<file path="src/rtl/alu_serial_ctrl.sv">
// Bit-serial word ALU sequencer. It drives a 1-bit ALU cell LSB-first, one
// bit per clock, and keeps the ripple carry in a flop between bits. Each
// returned bit is shifted into the result register from the top, so after
// WIDTH bits the word sits in its natural order.
module alu_serial_ctrl #(
  parameter int WIDTH = 8
) (
  input  logic             clk,
  input  logic             rst_n,
  input  logic             start,
  input  logic [1:0]       op,
  input  logic [WIDTH-1:0] a,
  input  logic [WIDTH-1:0] b,
  input  logic             cin,
  output logic             busy,
  output logic             done,
  output logic [WIDTH-1:0] result,
  output logic             cout,
  output logic             alu_a,
  output logic             alu_b,
  output logic             alu_cin,
  output logic [1:0]       alu_f,
  input  logic             alu_out,
  input  logic             alu_cout
);

  localparam int CW = (WIDTH > 2) ? $clog2(WIDTH) : 1;
  localparam logic [CW-1:0] LAST = CW'(WIDTH - 1);
  localparam logic [1:0] OP_ADD = 2'b11;

  localparam logic [1:0] S_IDLE = 2'd0;
  localparam logic [1:0] S_RUN  = 2'd1;
  localparam logic [1:0] S_DONE = 2'd2;

  logic [1:0]       state;
  logic [WIDTH-1:0] a_sh, b_sh, res_q;
  logic [1:0]       op_q;
  logic             carry_q, cout_q;
  logic [CW-1:0]    cnt;
  logic             carry_nxt;

  // Only ADD propagates a carry; every other op keeps the carry at 0.
  assign carry_nxt = (op_q == OP_ADD) ? alu_cout : 1'b0;

  // Sequencer: accept in IDLE, process one bit per cycle in RUN, pulse in DONE.
  always_ff @(posedge clk or negedge rst_n) begin
    if (!rst_n) begin
      state   <= S_IDLE;
      a_sh    <= '0;
      b_sh    <= '0;
      res_q   <= '0;
      op_q    <= 2'b00;
      carry_q <= 1'b0;
      cout_q  <= 1'b0;
      cnt     <= '0;
    end else begin
      case (state)
        S_IDLE: begin
          if (start) begin
            a_sh    <= a;
            b_sh    <= b;
            op_q    <= op;
            carry_q <= (op == OP_ADD) ? cin : 1'b0;
            cnt     <= '0;
            res_q   <= '0;
            cout_q  <= 1'b0;
            state   <= S_RUN;
          end
        end
        S_RUN: begin
          res_q   <= {alu_out, res_q[WIDTH-1:1]};
          a_sh    <= a_sh >> 1;
          b_sh    <= b_sh >> 1;
          cnt     <= cnt + CW'(1);
          carry_q <= carry_nxt;
          if (cnt == LAST) begin
            // Final carry is captured separately so it holds past DONE.
            cout_q <= carry_nxt;
            state  <= S_DONE;
          end
        end
        S_DONE:  state <= S_IDLE;
        default: state <= S_IDLE;
      endcase
    end
  end

  assign busy    = (state == S_RUN);
  assign done    = (state == S_DONE);
  assign result  = res_q;
  assign cout    = cout_q;
  assign alu_a   = a_sh[0];
  assign alu_b   = b_sh[0];
  assign alu_cin = carry_q;
  assign alu_f   = op_q;

endmodule

</file>
<file path="config.mk">
export PLATFORM = sky130hd
export DESIGN_NAME = alu_serial_ctrl
export DESIGN_NICKNAME = d
export VERILOG_FILES = /design/src/rtl/alu_serial_ctrl.sv
export SDC_FILE = /design/constraint.sdc
export NUM_CORES = 1
export LEC_CHECK = 0
export BUFFER_PORTS_ARGS = -buffer_cell sky130_fd_sc_hd__buf_2
export CAP_MARGIN = 20
export CELL_PAD_IN_SITES_DETAIL_PLACEMENT = 0
export CELL_PAD_IN_SITES_GLOBAL_PLACEMENT = 1
export CORE_ASPECT_RATIO = 0.5
export CORE_MARGIN = 10
export CORE_UTILIZATION = 40
export DETAILED_ROUTE_END_ITERATION = 6
export HOLD_SLACK_MARGIN = 0.08
export PLACE_DENSITY_LB_ADDON = 0.05
export SETUP_SLACK_MARGIN = 0.3
export SYNTH_ARGS = -nofsm -noshare
export SYNTH_HDL_FRONTEND = slang
export SYNTH_SLANG_ARGS = --single-unit
</file>
<file path="constraint.sdc">
create_clock -name clk -period 1.76 [get_ports clk]
set_clock_uncertainty 0.15 [all_clocks]
set_input_delay 0.176 -clock clk [delete_from_list [all_inputs] [get_ports clk]]
set_output_delay 0.176 -clock clk [all_outputs]
set_load 0.01 [all_outputs]
</file>
# Yosys cells after proc, flatten, opt, wreduce, memory -nomap -nowiden
# Cells that the tools add are included.
# word_totals
inputBits	24
out_inout_bits	16
register_bits	33
word_cells	40
# classes
muxes	18
eq_ne	7
n_addsub	1
n_reduce_logical	6
# op_table
op	n
$pmux 8 s2	3
$mux 8	3
$eq 2x2->1 const B	3
$pmux 3 s2	1
$reduce_and 2->1	3
$mux 1	5
$mux 2	2
$pmux 1 s2	2
$pmux 2 s2	1
$add 3x1->3 const B	1
$eq 3x3->1 const B	1
$mux 3	1
$reduce_and 3->1	1
$eq 2x1->1 const B	1
$logic_not 2->1	1
$ne 2x1->1 const B	1
$ne 2x2->1 const B	1
$reduce_bool 2->1	1

# Depth between registers and ports, before layout
# Gate-level depths: netlist (run 1).
# logic_depth
word_depth	4
depth_mapped	5
ltp_nobuf	5

# Worst setup path after synthesis (run 1)
# OpenSTA, ideal clock, no wires.
# synth_path
path_kind	register to register
from	register state[1]
to	register op_q[0] (netlist: alu_f[0])
required_time_ns	1.485
arrival_ns	1.039
n_path_buf	0
stages_incl_launch_ff	4
synth_period_minus_slack_ns	1.314
setup_slack_ns	0.446
setup_time_ns	0.125
path_cell_list	dfrtp_1 > nor2b_2 > nor2b_4 > mux2_4
# synth_between
elab_chain_len	2
# synth_lines
item	line_no	rtl
start, declared	35	logic [1:0] state;
start signal, assigned	48	state <= S_IDLE;
start signal, assigned	67	state <= S_RUN;
start signal, assigned	79	state <= S_DONE;
$logic_not 2->1	57	case (state)
$reduce_and 2->1 (no line)	n/a	
end signal, assigned	62	op_q <= op;
end, declared	37	logic [1:0] op_q;
# Every way passes these cells.
# A chain may end at the register's enable or synchronous reset.

# Final worst setup path (run 1)
# layout_path
from	register state[1]
to	output busy
# layout_between
elab_chain_len	1
# layout_lines
item	line_no	rtl
$eq 2x1->1	88	assign busy = (state == S_RUN);
end, declared	15	output logic busy,
# Every way passes these cells.

==> results of run 1 <==
## layer usage
metal,vias to the layer above,wire length (µm),global-route usage
met2,27,1740,0.1684
met5,-,0,0
li1,628,-,-
met4,0,35,0.03431
met1,586,1854,0.1312
met3,5,240,0.04400
## worst reg2reg max path, stage by stage, from the launching register on
cell	delay, ns
dfrtp_2	0.46
nor2b_2	0.20
nor2b_4	0.20
mux2_4	0.31
## per-stage QoR
step,util,power [mW],setup WS (ns)
4_1_cts,0.5556,3.109,0.2396
3_3_place_gp,0.4951,2.420,0.3353
2_1_floorplan,-,2.121,0.4462
5_1_grt,0.5990,3.656,0.2539
3_5_place_dp,0.4951,2.440,0.3204
6_report,0.5990,3.384,0.3098
## cell usage in the layout, fill, tap and decap left out, drive strengths merged
cell type and instances:
buf 58, dfrtp 33, a21oi 18, nand2 17
o21ai 17, and3b 14, a22o 10, dlygate4sd3 8
clkbuf 8, nor2b 6, mux2 3, o21bai 2
nand4 2, ha 2, nand2b 2, nor2 1
o211ai 1, inv 1, mux2i 1, and2 1
## power by group through the flow
stage,registers (mW),logic [mW],clock network [mW]
after detailed placement,1.27,1.17,0
after floorplan,1.31,0.815,0
after global routing,1.31,1.72,0.624
after global placement,1.27,1.15,0
final,1.27,1.55,0.565
after CTS,1.27,1.25,0.589
## worst max path at each step
stage                    startpoint                   end  slack, ns  depth (start not counted)
2_1_floorplan  state[1]$_DFFE_PN0P_  alu_f[0]$_DFFE_PN0P_       0.45                          3
3_5_place_dp   state[0]$_DFFE_PN0P_    cnt[0]$_DFFE_PN0P_       0.32                          2
4_1_cts        state[0]$_DFFE_PN0P_    cnt[0]$_DFFE_PN0P_       0.24                          3
6_report       state[1]$_DFFE_PN0P_                  busy       0.31                          3
3_3_place_gp   state[0]$_DFFE_PN0P_    cnt[0]$_DFFE_PN0P_       0.34                          2
5_1_grt        state[1]$_DFFE_PN0P_                  busy       0.25                          3
## logic make-up (layout without fill, tap and decap cells)
group                    count (synthesis)  in the layout  synth area share
flip-flops                              33             33            0.5259
buffers and inverters                   12             75           0.06453
adder cells (fa/ha/maj)                  2              2           0.01593
AND/OR/NAND/NOR                         43             43            0.1745
multiplexers                             4              4           0.03267
AO/OA/AOI/OAI                           47             48            0.1865
## repair_timing
action / 4_1_cts / 5_1_grt
setup buffers: 5 / 7
endpoints found under the setup margin: 2 / 31
gates resized for setup: 4 / 11
hold buffers: 8 / 0
endpoints found under the hold margin: 40 / 0
gates cloned: 0 / 2
pin swaps: 1 / 2
## area by class of cell
type | count | area share
inverters | 1 | 0.001739
multi-input cells | 97 | 0.3159
repair buffers | 67 | 0.2296
clock buffers | 7 | 0.04000
flip-flops and latches | 33 | 0.3832
well taps | 51 | 0.02957
## state kept, by name, summed over array words and instances (netlist names)
| register | count |
|---|---|
| cout | 1 |
| b_sh | 8 |
| state | 2 |
| alu_cin | 1 |
| alu_f | 2 |
| result | 8 |
| a_sh | 8 |
| cnt | 3 |
==> run metrics, run 1 <==
EDFF count, synth=0; Total GRT Usage=0.1073; Die Y=64.31 µm; R2R Setup Slk=0.33 ns; crit share post-route=0.8240; CTS clk-pin slew, worst paths=0.06 ns; switching power=1.147 mW; drt total wl=3871 µm; Cells after DPL=227; Setup violations, final=0; async set or reset register ratio after synthesis=1.000; Clk network pwr share=0.167; Syn Inst Count=141; Commonest cells post-synth=dfrtp_1 (33), a21oi_1 (17), nand2_1 (16); CP startpoint kind=flop; DRT iter0 DRCs=18; Netlist cell types=29; first-pass GRT wire length=6106 µm; CTS root buffer=clkbuf_8; Layout area overhead=37.45%; synthesized net count=167; Crit-path slowest cell=dfrtp_2; crit path cell chain=nor2b_4 -> buf_6 -> buf_6; Fillers=326; Power per Cell Area=1568 nW/µm²; prevailing post-synth register cell=dfrtp_1; Leak=1.096 nW; Worst path max stage delay=0.46 ns; synth warn=0; DIE WIDTH=108.6 µm; H-tree depth=2; placed cell area=1784 µm²; Synth area leaders=dfrtp_1 (53%), and3b_1 (7.8%), a22o_1 (5.6%); share of cells above drive strength 1=0.3805; DRC viols=0; Overflow after GRT=0; CP arrival=1.12 ns; placer congestion estimate=0.6741; pin count of the biggest net entering global routing=34; crit end category=output pin; IO Pins=40; Clock Tree Buf Depth=2; PortBufs=39; Reg-to-Reg End=alu_f[1]$_DFFE_PN0P_; Detail Placement HPWL=2438 µm; antenna diode count=0; max-slew violation count=0; worst hold margin=0.1327 ns; Critical Path RT=1.43 ns; cell area after layout=2158 µm²; final std cells w/o fill=256; final hold vios=0; Hold Crit Start=b[5]; Yosys reg bits=33; initial antenna violation count=0; drt wl/cell=15.12 µm; top cell type's share of synthesized area=0.5259; Worst Hold End=b_sh[5]$_DFFE_PN0P_; vias post-DR=1,246; Peak Freq=0.6896 GHz; Max Cap Violations=0; multi-input combinational cell area=681.9 µm²; number of buffers and inverters on the critical path=2; worst slew pin tran=0.4231 ns; CTS buffer count=5; TritonRoute pass-1 iters=4; post-route setup TNS=0 ns; clock sink total=33; most common cell in the netlist=dfrtp_1; Core Footprint=3603 µm²; mapped cell area=1570 µm²; Sw Ratio=0.3388; Worst VDD drop=0.0008211 V; worst-path fanout max=6; Power Internal=2.238 mW; Min-Delay Path Depth=4; Mapped Avg Cell Area=11.14 µm²; Slew HR=0.7179; DIE AREA=6984 µm²; combinational power share=0.458; Final min period=1.450 ns; status=complete, no violations; Antenna Nets Post-Route=0; clk_lat worst skew=0.28 ns; sequential power share=0.375; R2R depth=3; CP Class=flop to output pin; register area=827.0 µm²; CTS tree=yes; cell accounting for the most synthesized area=dfrtp_1; Seq/Total Area, Yosys=0.5259; crit-path leading delay family=flip-flops; Initial Utilization=0.4358; RSZ-0062 raised after global routing=true; vias in the first global route=1,303; worst hold path type=input pin to flop; Top cell by count, worst path=buf_6; Via density=4.867; Reg-to-Reg Start=state[1]$_DFFE_PN0P_; Final #Nets=231; num rows=15
No activity file was read; power rests on OpenSTA's default activity.
==> run 2, diff against run 1 <==
--- a/config.mk
+++ b/config.mk
@@ -11,7 +11,7 @@
 export CELL_PAD_IN_SITES_GLOBAL_PLACEMENT = 1
 export CORE_ASPECT_RATIO = 0.5
 export CORE_MARGIN = 10
-export CORE_UTILIZATION = 40
+export CORE_UTILIZATION = 36
 export DETAILED_ROUTE_END_ITERATION = 6
 export HOLD_SLACK_MARGIN = 0.08
 export PLACE_DENSITY_LB_ADDON = 0.05
==> constraint.sdc (replaced) <==
create_clock -name clk -period 1.3 [get_ports clk]
set_clock_uncertainty 0.15 [all_clocks]
set_input_delay 0.13 -clock clk [delete_from_list [all_inputs] [get_ports clk]]
set_output_delay 0.13 -clock clk [all_outputs]
set_load 0.01 [all_outputs]
==> run 2 against run 1 <==
  * The run now ends with setup timing left
  * Utilization fell by 1.2 points
  * Largest power group unchanged
  * Sequential share of layout area fell by 3.4 points
  * Non-clock buffer count rose by 11
  * Clock-buffer cell count fell by 2
==> run metrics, run 2 (synthesis gave the netlist of run 1 again) <==
PortBufs=39; CTS buffer count=5; final hold vios=0; pin count of the biggest net entering global routing=34; Power per Cell Area=2147 nW/µm²; CTS root buffer=clkbuf_8; TritonRoute pass-1 iters=4; CP Class=flop to output pin; Total GRT Usage=0.1133; CP Launch Point=state[0]$_DFFE_PN0P_; DRT iter0 DRCs=41; Setup violations, final=30; Worst VDD drop=0.001131 V; crit share post-route=1.107; Detail Placement HPWL=2569 µm; status=finished with violations; Via density=4.791; Core Footprint=4044 µm²; DIE AREA=7564 µm²; crit end category=output pin; Hold Crit Start=alu_cout; DRC viols=0; drt total wl=4060 µm; Initial Utilization=0.3883; antenna diode count=0; vias in the first global route=1,459; Final Worst Setup Slack=-0.1389 ns; max-slew violation count=0; Slew HR=0.7160; Antenna Nets Post-Route=0; CTS tree=yes; clk_lat worst skew=0.27 ns; IO Pins=40; CTS clk-pin slew, worst paths=0.06 ns; Max Cap Violations=0; worst slew pin tran=0.4260 ns; num rows=16; Die Y=66.70 µm; H-tree depth=2; dpl ws=-0.03719 ns; initial antenna violation count=0; placed cell area=1951 µm²; Final min period=1.439 ns; commonest non-fill, non-tap cell in the layout=buf_2; failing checks=setup timing; Layout area overhead=51.08%; Peak Freq=0.6950 GHz; Overflow after GRT=0; CP arrival=1.16 ns; DIE WIDTH=113.4 µm; placer congestion estimate=0.7192; clock sink total=33; CP startpoint kind=flop; Final #Nets=241; Final Util=0.5866; worst hold path type=input pin to flop; Reg-to-Reg Start=state[1]$_DFFE_PN0P_; drt wl/cell=15.15 µm; Critical Path RT=1.02 ns; vias post-DR=1,284; Leak=1.183 nW; hold_buf cts=7; cell area after layout=2372 µm²; worst-path fanout max=4; first-pass GRT wire length=6913 µm; Clock Tree Buf Depth=2; most frequent cells in the layout=buf_2 (35), dfrtp_1 (31), buf_4 (17); share of cells above drive strength 1=0.4626; RSZ-0062 raised after global routing=true
run 2: cell count changes in the layout (fill, tap and decap cells not counted), sizes merged:
cell         before  now
buf              58   71
clkbuf            8    5
clkinv            0    1
dlygate4sd3       8    7
o21bai            2    1
run 2: where the power goes:
part	internal (mW)	leakage, nW	switching, mW
registers	1.45	0.424	0.278
clock network	0.352	0.0399	0.344
logic	1.60	0.720	1.07
total	3.40	1.18	1.69
run 2: worst paths after layout:
| path | to | slack (ns) | cells past startpoint |
|---|---|---|---|
| max | done | -0.14 | 4 |
| min | cout$_DFFE_PN0P_ | 0.03 | 3 |
| max reg2reg | alu_f[1]$_DFFE_PN0P_ | -0.08 | 3 |
| min reg2reg | b_sh[0]$_DFFE_PN0P_ | 0.33 | 2 |
| max in group asynchronous | state[0]$_DFFE_PN0P_ | 0.41 | 3 |
| min in group asynchronous | b_sh[0]$_DFFE_PN0P_ | 0.26 | 3 |
run 2: final cells by class:
| cell class | count | area [µm²] |
|---|---|---|
| clock buffer | 5 | 68.82 |
| clock inverter | 1 | 5.005 |
| fill | 353 | 1672 |
| inverter | 1 | 3.754 |
| multi-input combinational | 96 | 719.4 |
| sequential | 33 | 828.3 |
| tap | 54 | 67.56 |
| timing repair buffer | 78 | 679.4 |
run 2: critical path, stage by stage (launching register included):
cell     delay (ns)
dfrtp_2        0.43
buf_12         0.13
buf_6          0.11
nor2b_4        0.10
buf_6          0.11
run 2: per-layer routing:
metal / vias to the layer above / wire length [µm] / global-route usage
li1: 647 / - / -
met1: 604 / 1926 / 0.1394
met2: 31 / 1891 / 0.1836
met3: 2 / 226 / 0.04200
met4: 0 / 15 / 0.03145
met5: - / 0 / 0
run 2: repair_timing:
item / in CTS / in global routing
pin swaps: 3 / 1
gates resized for setup: 26 / 2
hold endpoints to repair: 40 / 2
setup buffers: 16 / 1
setup endpoints to repair: 49 / 49
cloned: 2 / 0
run 2: per-stage QoR:
step / setup TNS [ns] / hold slack [ns] / power, mW / cells
floorplan: -0.02671 / -0.3156 / 3.060 / 141
global placement: 0 / 0.03778 / 3.662 / 236
detailed placement: -0.08915 / 0.03871 / 3.693 / 236
CTS: -2.859 / 0.03810 / 5.107 / 267
global route: -3.720 / 0.04944 / 5.482 / 268
finish: -2.080 / 0.03427 / 5.094 / 268
==> run 3, diff against run 2 <==
--- a/config.mk
+++ b/config.mk
@@ -12,10 +12,11 @@
 export CORE_ASPECT_RATIO = 0.5
 export CORE_MARGIN = 10
 export CORE_UTILIZATION = 36
+export CTS_BUF_LIST = sky130_fd_sc_hd__clkbuf_8 sky130_fd_sc_hd__clkbuf_16
 export DETAILED_ROUTE_END_ITERATION = 6
 export HOLD_SLACK_MARGIN = 0.08
 export PLACE_DENSITY_LB_ADDON = 0.05
-export SETUP_SLACK_MARGIN = 0.3
+export SETUP_SLACK_MARGIN = 0.4
 export SYNTH_ARGS = -nofsm -noshare
 export SYNTH_HDL_FRONTEND = slang
 export SYNTH_SLANG_ARGS = --single-unit
==> run 3 against run 2 <==
  * The flow finishes with violations (hold timing, setup timing)
  * Clock power increased by 42%
  * Sequential share of layout area is 0.43 points higher
  * First-iteration DRC count is 22% lower
  * Combinational power hardly changed
  * Final area decreased by 1.2%
  * Critical path type unchanged
  * Largest power group unchanged
  * Highest routed layer unchanged
==> run metrics, run 3 (synthesis gave the netlist of run 1 again) <==
Total GRT Usage=0.1124; commonest non-fill, non-tap cell in the layout=buf_2; placed cell area=1951 µm²; Die Y=66.70 µm; R2R depth=3; antenna diode count=0; Power per Cell Area=2293 nW/µm²; TritonRoute pass-1 iters=4; Detail Placement HPWL=2559 µm; crit share post-route=1.102; Via density=4.841; worst hold path type=input pin to async pin; CP Launch Point=state[0]$_DFFE_PN0P_; IO Pins=40; cell area after layout=2344 µm²; met1 Resource Use GR=0.1417; CTS clk-pin slew, worst paths=0.07 ns; CTS tree=yes; DIE WIDTH=113.4 µm; CP Class=flop to output pin; CP arrival=1.15 ns; max-slew violation count=0; clock sink total=33; CP startpoint kind=flop; CTS buffer count=5; PortBufs=39; status=finished with violations; H-tree depth=2; Peak Freq=0.6980 GHz; worst slew pin tran=0.4230 ns; Setup violations, final=31; Reg-to-Reg Start=state[1]$_DFFE_PN0P_; vias post-DR=1,278; Worst path max stage delay=0.44 ns; DRC viols=0; Top cell by count, worst path=buf_6; worst hold margin=-0.2827 ns; Final min period=1.433 ns; pin count of the biggest net entering global routing=34; final hold vios=38; most frequent cells in the layout=buf_2 (36), dfrtp_1 (31), buf_4 (18); Slew HR=0.7180; drt total wl=4025 µm; Reg-to-Reg End=alu_f[1]$_DFFE_PN0P_; Worst VDD drop=0.001179 V; crit path cell chain=buf_12 -> buf_6 -> nor2b_4 -> buf_6; Crit-path slowest cell=dfrtp_2; GRT met3 Usage=0.04111; Antenna Nets Post-Route=0; Initial Utilization=0.3883; Clock Tree Buf Depth=2; crit end category=output pin; Critical Path RT=1.02 ns; R2R Setup Slk=-0.08 ns; GRT Max-Usage Layer=met2; post-route setup TNS=-1.912 ns; Final Util=0.5795; failing checks=hold timing, setup timing; Overflow after GRT=0; share of cells above drive strength 1=0.4762; first-pass GRT wire length=6803 µm; Final #Nets=235; Power Total=5.373 mW; worst-path fanout max=4; vias in the first global route=1,353; CTS root buffer=clkbuf_8; DRT iter0 DRCs=32; end of the critical path=done; placer congestion estimate=0.7187; RSZ-0062 raised after global routing=true; Layout area overhead=49.24%; Max Cap Violations=0; num rows=16; Leak=1.180 nW; Core Footprint=4044 µm²; clk_lat worst skew=0.28 ns; M2 GR Usage=0.1729; drt wl/cell=15.25 µm; Final Worst Setup Slack=-0.1326 ns; DIE AREA=7564 µm²; initial antenna violation count=0
run 3: area by class of cell:
class,instances,area (µm²)
Fill cell,376,1700
Sequential cell,33,828.3
Multi-Input combinational cell,96,716.9
Timing Repair Buffer,72,610.6
Clock buffer,6,82.58
Tap cell,54,67.56
Clock inverter,2,33.78
Inverter,1,3.754
run 3: how the worst min path moves through the flow:
| stage | start | end | slack [ns] | depth (start not counted) |
|---|---|---|---|---|
| 3_5_place_dp | rst_n | b_sh[0]$_DFFE_PN0P_ | 0.04 | 2 |
| 6_report | rst_n | b_sh[0]$_DFFE_PN0P_ | -0.28 | 2 |
| 5_1_grt | rst_n | b_sh[0]$_DFFE_PN0P_ | -0.26 | 2 |
| 2_1_floorplan | rst_n | a_sh[0]$_DFFE_PN0P_ | -0.32 | 0 |
| 4_1_cts | rst_n | b_sh[0]$_DFFE_PN0P_ | -0.27 | 2 |
| 3_3_place_gp | rst_n | b_sh[0]$_DFFE_PN0P_ | 0.04 | 2 |
run 3: repair_timing:
action / in CTS / in global routing
resized for setup: 22 / 4
gates cloned: 2 / 0
pin swaps: 4 / 5
setup buffers: 15 / 3
setup endpoints to repair: 49 / 49
endpoints found under the hold margin: 43 / 40
run 3: critical path: cells and delay by family (launching register included):
kind / cells / cell delay [ns]
and+or+nand+nor: 1 / 0.10
buffers and inverters: 3 / 0.34
DFF: 1 / 0.44
run 3: where the power goes:
| part | leakage [nW] | switching, mW | internal, mW | total, mW |
|---|---|---|---|---|
| logic | 0.694 | 1.07 | 1.59 | 2.66 |
| clock network | 0.0626 | 0.372 | 0.617 | 0.989 |
| registers | 0.424 | 0.274 | 1.45 | 1.72 |
run 3: per-layer routing:
layer / share of wire / up-vias / wire length [µm]
li1: - / 635 / -
met1: 0.48 / 607 / 1936
met2: 0.46 / 30 / 1853
met3: 0.047 / 6 / 189
met4: 0.011 / 0 / 46
met5: 0 / - / 0
run 3: metrics by stage:
stage	setup WS, ns	hold WS (ns)	std cells
floorplan	-0.01336	-0.3156	141
global placement	0.005572	0.03776	236
detailed placement	-0.03061	0.03669	236
CTS	-0.1385	-0.2723	261
global route	-0.1785	-0.2551	264
finish	-0.1326	-0.2827	264
